## src/rtl/a3_cpu_pkg.sv

```systemverilog
// Shared fetch-path types and control-bus codes for the A3 CPU.
package a3_cpu_pkg;

    localparam int CTL_OP_WIDTH   = 8;
    localparam int CTL_DATA_WIDTH = 64;

    localparam logic [CTL_OP_WIDTH-1:0] CTL_NOP       = 8'h00;
    localparam logic [CTL_OP_WIDTH-1:0] CTL_READ_ADDR = 8'h02;
    localparam logic [CTL_OP_WIDTH-1:0] CTL_ACK       = 8'h01;

    typedef enum logic {
        ISSUE = 1'b0,
        WAIT  = 1'b1
    } pc_state_t;

endpackage

```

## src/rtl/pc_wdog.sv

```systemverilog
// Request timeout counter: clear has priority, counts while enabled, and
// pulses expire on the cycle the count sits at TIMEOUT-1.
module pc_wdog #(
    parameter int TIMEOUT = 16
) (
    input  logic clk,
    input  logic reset,
    input  logic clr,
    input  logic en,
    output logic expire
);

    localparam int CW = (TIMEOUT > 2) ? $clog2(TIMEOUT) : 1;
    localparam logic [CW-1:0] LAST = CW'(TIMEOUT - 1);

    logic [CW-1:0] count_q, count_d;

    assign expire = en && !clr && (count_q == LAST);

    always_comb begin
        count_d = count_q;
        if (clr || expire) begin
            count_d = '0;
        end else if (en) begin
            count_d = count_q + CW'(1);
        end
    end

    always_ff @(posedge clk) begin
        if (reset) begin
            count_q <= '0;
        end else begin
            count_q <= count_d;
        end
    end

endmodule

```

## src/rtl/pc_fetch.sv

```systemverilog
// Handshaked program-counter / instruction-fetch sequencer for the A3 CPU:
// one read request per PC, advance on ack, redirect, stall and timeout retry.
module pc_fetch
    import a3_cpu_pkg::pc_state_t, a3_cpu_pkg::ISSUE, a3_cpu_pkg::WAIT,
           a3_cpu_pkg::CTL_NOP, a3_cpu_pkg::CTL_OP_WIDTH, a3_cpu_pkg::CTL_DATA_WIDTH;
#(
    parameter int                        ADDR_WIDTH    = 17,
    parameter int                        INSN_BYTES    = 4,
    parameter logic [ADDR_WIDTH-1:0]     RESET_VECTOR  = '0,
    parameter logic [CTL_OP_WIDTH-1:0]   CTL_READ_ADDR = a3_cpu_pkg::CTL_READ_ADDR,
    parameter logic [CTL_OP_WIDTH-1:0]   CTL_ACK       = a3_cpu_pkg::CTL_ACK,
    parameter int                        TIMEOUT       = 16
) (
    input  logic                      clk,
    input  logic                      reset,
    input  logic [7:0]                bus_data_in,
    input  logic                      stall,
    input  logic                      redirect_valid,
    input  logic [ADDR_WIDTH-1:0]     redirect_addr,
    output logic [CTL_OP_WIDTH-1:0]   ctl_op_out,
    output logic [CTL_DATA_WIDTH-1:0] ctl_data_out,
    output logic [ADDR_WIDTH-1:0]     pc_out,
    output logic                      fetch_done,
    output logic                      misalign_out,
    output logic                      retry_out
);

    // state | meaning
    // ISSUE | drive a read request for pc_q unless stalled
    // WAIT  | request outstanding; wait for ack, redirect or timeout
    localparam logic [ADDR_WIDTH-1:0] ALIGN_MASK = ADDR_WIDTH'(INSN_BYTES - 1);
    localparam logic [ADDR_WIDTH-1:0] PC_STEP    = ADDR_WIDTH'(INSN_BYTES);

    pc_state_t                 state_q, state_d;
    logic [CTL_OP_WIDTH-1:0]   ctl_op_q, ctl_op_d;
    logic [CTL_DATA_WIDTH-1:0] ctl_data_q, ctl_data_d;
    logic [ADDR_WIDTH-1:0]     pc_q, pc_d;
    logic                      fetch_done_q, fetch_done_d;
    logic                      misalign_q, misalign_d;
    logic                      retry_q, retry_d;
    logic                      ack, wdog_clr, wdog_en, wdog_expire;

    assign ack      = (bus_data_in == CTL_ACK);
    assign wdog_en  = (state_q == WAIT);
    assign wdog_clr = redirect_valid || ack || (state_q == ISSUE);

    pc_wdog #(
        .TIMEOUT (TIMEOUT)
    ) u_wdog (
        .clk    (clk),
        .reset  (reset),
        .clr    (wdog_clr),
        .en     (wdog_en),
        .expire (wdog_expire)
    );

    always_ff @(posedge clk) begin
        if (reset) begin
            state_q <= ISSUE;
        end else begin
            state_q <= state_d;
        end
    end

    always_comb begin
        state_d = state_q;
        if (redirect_valid) begin
            state_d = ISSUE;
        end else begin
            case (state_q)
                ISSUE: if (!stall) state_d = WAIT;
                WAIT:  if (ack || wdog_expire) state_d = ISSUE;
                default: state_d = ISSUE;
            endcase
        end
    end

    // Redirect wins over everything, so a coincident ack is simply dropped.
    always_comb begin
        ctl_op_d     = CTL_NOP;
        ctl_data_d   = ctl_data_q;
        pc_d         = pc_q;
        fetch_done_d = 1'b0;
        misalign_d   = 1'b0;
        retry_d      = 1'b0;
        if (redirect_valid) begin
            pc_d       = redirect_addr & ~ALIGN_MASK;
            misalign_d = |(redirect_addr & ALIGN_MASK);
        end else begin
            case (state_q)
                ISSUE: begin
                    if (!stall) begin
                        ctl_op_d   = CTL_READ_ADDR;
                        ctl_data_d = CTL_DATA_WIDTH'(pc_q);
                    end
                end
                WAIT: begin
                    if (ack) begin
                        pc_d         = pc_q + PC_STEP;
                        fetch_done_d = 1'b1;
                    end else if (wdog_expire) begin
                        retry_d = 1'b1;
                    end
                end
                default: ;
            endcase
        end
    end

    always_ff @(posedge clk) begin
        if (reset) begin
            ctl_op_q     <= CTL_NOP;
            ctl_data_q   <= '0;
            pc_q         <= RESET_VECTOR;
            fetch_done_q <= 1'b0;
            misalign_q   <= 1'b0;
            retry_q      <= 1'b0;
        end else begin
            ctl_op_q     <= ctl_op_d;
            ctl_data_q   <= ctl_data_d;
            pc_q         <= pc_d;
            fetch_done_q <= fetch_done_d;
            misalign_q   <= misalign_d;
            retry_q      <= retry_d;
        end
    end

    assign ctl_op_out   = ctl_op_q;
    assign ctl_data_out = ctl_data_q;
    assign pc_out       = pc_q;
    assign fetch_done   = fetch_done_q;
    assign misalign_out = misalign_q;
    assign retry_out    = retry_q;

endmodule

```

## config.mk

```make
export PLATFORM = sky130hd
export DESIGN_NAME = pc_fetch
export DESIGN_NICKNAME = d
export VERILOG_FILES = /design/src/rtl/a3_cpu_pkg.sv /design/src/rtl/pc_wdog.sv /design/src/rtl/pc_fetch.sv
export SDC_FILE = /design/constraint.sdc
export NUM_CORES = 1
export LEC_CHECK = 0
export BUFFER_PORTS_ARGS = -buffer_cell sky130_fd_sc_hd__buf_2
export CORE_MARGIN = 5
export CORE_UTILIZATION = 48
export CTS_CLUSTER_SIZE = 40
export DETAILED_ROUTE_END_ITERATION = 10
export PLACE_DENSITY = 0.91
export SYNTH_ARGS = -nofsm -noshare
export SYNTH_HDL_FRONTEND = slang
export SYNTH_SLANG_ARGS = --single-unit
```

## constraint.sdc

```tcl
create_clock -name clk -period 7.85 [get_ports clk]
set_clock_uncertainty 0.15 [all_clocks]
set_input_delay 1.57 -clock clk [delete_from_list [all_inputs] [get_ports clk]]
set_output_delay 1.57 -clock clk [all_outputs]
set_load 0.1 [all_outputs]
```

==> results.cfg <==
[grt]
via_count_of_the_first_global_routing_pass = 1620
antenna_found_initial = 0
grt_start_max_net_pins = 36
grt_util_all_layers_pct = 15.9
grt_remaining_overflow = 0
first_pass_grt_wire_length_mm = 7.72

[cts]
clockRootBuffer = sky130_fd_sc_hd__clkbuf_8
insertion_delay_of_the_later_clocked_pin_in_the_worst_skew_pair_ns = 0.29
clkSlewWorstSetupHoldPaths_ns = 0.07
clock_tree.buffer_depth = 2
cts-htree-levels = 2
cts-hold-fix-buffers = 0
cts_made_buffers = 5
cts.repair.resized = 0
cts_tree = yes
numClockSinks = 39
postCtsSetupBuffers = 0

[setup_path]
crit_start = bus_data_in[5]
r2r-end = pc_out[16]
crit_chain = buf_2, or4_1, nor4_2, a311oi_1, a2111oi_0
endpoint = pc_out[15]
cpPeakStageDelay_ns = 0.71
crit_reg_reg_startpoint = pc_out[2]
timing.critical_path.slowest_stage_cell = sky130_fd_sc_hd__nor4_2
worst_setup_path_end_kind = flop
startpoint_type = input pin
path_depth = 5
criticalPathCategory = input pin to flop
critical_path.top_delay_family = simple AND/OR/NAND/NOR gates
setup.reg_to_reg.worst_slack_ns = 5.70
worst-r2r-cell-count = 5
critPathBufInv = 1
critical_path_peak_fanout = 9
worst_ep_arrival_time_ns = 3.55
data_required_time_at_the_worst_endpoint_ns = 7.87

[logic_synthesis]
register_bit_count_reported_by_yosys = 39
yosysWarnings = 0
postSynthCellCount = 263
mapped_cell_area_sq_um = 2150
syn-mean-instance-area_sq_um = 8.17
yosysUniqueCellTypes = 34
synth_sequential_area_ratio_pct = 36.3

[finish]
drive_above_1_share_pct = 21.8
antenna_cells = 0
final_cell_count_no_fill = 368
flow.area_growth_from_synthesis_pct = 8.21
final-seq-area_sq_um = 781
leading_cell_type_in_the_layout_fill_and_taps_excluded = sky130_fd_sc_hd__buf_2
multi_input_comb_area_sq_um = 1070
mostFrequentLayoutCells = sky130_fd_sc_hd__buf_2, sky130_fd_sc_hd__conb_1, sky130_fd_sc_hd__dfxtp_1
fill_cells = 440
final_nets = 348

[sta]
fin_tns_setup_ns = 0
worst_slew_margin_rel_pct = 30.3
min_period_ns = 3.53
post_route_worst_hold_slack_ns = 0.301
unrepaired_setup_endpoints_after_global_routing = false
hold_viol = 0
tightest_slew_ns = 1.04
setup_viol = 0
max_freq_mhz = 283
slew_violations = 0
finalCritPeriodShare_pct = 44.9

[floorplan]
die_height_microns = 76.9
design.die.area_sq_um = 5910
placement_rows = 24
io_pins = 121
design.core.area_sq_um = 4350
floorplan.die.width_microns = 76.9
effective_utilization_at_floorplan_pct = 49.3

[drt]
initialDrtViolationCount = 84
drcViolationCount = 0
ant_nets = 0
routed_via_density = 4.92
drt-total-wl_mm = 4.83
routedWlPerCell_microns = 13.1
vias = 1812
drt_first_pass_iters = 4

[power]
cellLeakagePower_nw = 1.05
power_mw = 0.563
comb_power_share_pct = 39.1
switching_share_pct = 49.4
clockPowerShare_pct = 22.4
power.ir.vdd_worst_v = 0.0000885
seqPwrFrac_pct = 38.5
internal-power_mw = 0.285
p_switching_mw = 0.278
powerDensity_nw_per_um2 = 242

[placement]
buffer_ports.inserted = 62
place_congestion = 0.800
hpwl_mm = 3.64
dp_cells = 362

[hold_path]
min-delay-path-class = flop to flop

[job]
max_cap_viol_count = 0

[outcome]
status = completed
[power by group through the flow]
| stage | registers (mW) | clock network, mW | logic [mW] |
|---|---|---|---|
| 6_report | 0.217 | 0.126 | 0.220 |
| 5_1_grt | 0.218 | 0.140 | 0.226 |
| 4_1_cts | 0.217 | 0.130 | 0.219 |
| 3_5_place_dp | 0.221 | 0 | 0.219 |
| 3_3_place_gp | 0.221 | 0 | 0.218 |
| 2_1_floorplan | 0.277 | 0 | 0.164 |
[state kept, by name (all words and copies together) (netlist names)]
register	count
state_q	1
fetch_done	1
pc_out	15
ctl_data_out	15
misalign_out	1
ctl_op_out	1
retry_out	1
u_wdog.count_q	4
[worst min-delay path by stage]
stage	from	to	slack [ns]	cells after the start
6_report	ctl_data_out[5]	ctl_data_out[5]	0.30	2
5_1_grt	ctl_data_out[5]	ctl_data_out[5]	0.32	2
4_1_cts	ctl_data_out[5]	ctl_data_out[5]	0.30	2
3_5_place_dp	ctl_data_out[5]	ctl_data_out[5]	0.30	2
3_3_place_gp	ctl_data_out[10]	ctl_data_out[10]	0.29	2
2_1_floorplan	u_wdog.count_q[2]	retry_out	0.33	2
[kinds of logic (layout without fill, tap and decap cells)]
logic type,count (synthesis),count (layout),synth area share [%]
AO/OA/AOI/OAI,39,39,12.3
adder cells (fa/ha/maj),2,2,1.16
multiplexers,2,2,0.932
other,1,58,0.175
XOR/XNOR,9,9,3.67
flip-flops,39,39,36.3
AND/OR/NAND/NOR,93,93,21.5
buffers and inverters,78,74,23.9
[area by class of cell]
class / instances / share of cell area, %
flip-flops and latches: 39 / 33.6
multi-input cells: 203 / 46.2
well taps: 52 / 2.80
repair buffers: 62 / 13.3
inverters: 6 / 0.969
clock buffers: 6 / 3.12
[cells in the mapped netlist]
master                       n  share of area [%]
sky130_fd_sc_hd__and3_1      3               0.87
sky130_fd_sc_hd__xnor2_1     6                2.4
sky130_fd_sc_hd__nor3_1      3               0.70
sky130_fd_sc_hd__nor4_2      1               0.58
sky130_fd_sc_hd__or4_1       4                1.4
sky130_fd_sc_hd__nor4b_1     1               0.41
sky130_fd_sc_hd__a2111oi_0   4                1.6
sky130_fd_sc_hd__and2_1      1               0.29
sky130_fd_sc_hd__inv_1       6                1.0
sky130_fd_sc_hd__nor2b_1     2               0.58
sky130_fd_sc_hd__nand2_1    35                6.1
sky130_fd_sc_hd__or3_1       3               0.87
sky130_fd_sc_hd__nand3_1     7                1.6
sky130_fd_sc_hd__nor4bb_1    1               0.47
sky130_fd_sc_hd__buf_2       1               0.23
sky130_fd_sc_hd__clkbuf_2    1               0.23
sky130_fd_sc_hd__a21oi_1    15                3.5
sky130_fd_sc_hd__dfxtp_1    39                 36
sky130_fd_sc_hd__a311oi_1    7                2.9
sky130_fd_sc_hd__a211oi_1    8                2.8
sky130_fd_sc_hd__buf_1       2               0.35
sky130_fd_sc_hd__o21ai_0     2               0.47
sky130_fd_sc_hd__nor4_1      4                1.2
sky130_fd_sc_hd__or4b_1      1               0.47
sky130_fd_sc_hd__buf_4      58                 20
sky130_fd_sc_hd__ha_1        2                1.2
sky130_fd_sc_hd__o31ai_1     3                1.0
sky130_fd_sc_hd__clkbuf_1   10                1.7
sky130_fd_sc_hd__and4_1      3                1.2
sky130_fd_sc_hd__xor2_1      3                1.2
sky130_fd_sc_hd__conb_1      1               0.17
sky130_fd_sc_hd__nand4_1     5                1.5
sky130_fd_sc_hd__mux2i_1     2               0.93
sky130_fd_sc_hd__nor2_1     19                3.3
[worst register-to-register path: stages (launching register included)]
cell,delay (ns)
sky130_fd_sc_hd__dfxtp_1,0.42
sky130_fd_sc_hd__ha_1,0.23
sky130_fd_sc_hd__nand3_1,0.12
sky130_fd_sc_hd__or3_1,0.43
sky130_fd_sc_hd__or4_1,0.42
sky130_fd_sc_hd__a311oi_1,0.29
[layer usage]
layer,up-vias,GRT usage [%],share of wire (%)
li1,899,-,-
met1,822,19.1,42
met2,85,26.2,47
met3,6,5.27,9.5
met4,0,5.42,1.1
met5,-,0,0
[through the flow]
step	worst slack (ns)	area (sq um)	utilization (%)
finish	4.32	2320	53.4
CTS	4.31	2320	53.4
global route	4.07	2320	53.4
floorplan	4.28	2360	-
detailed placement	4.03	2250	51.7
global placement	4.13	2250	51.7
Power figures use the tool's default switching activity.
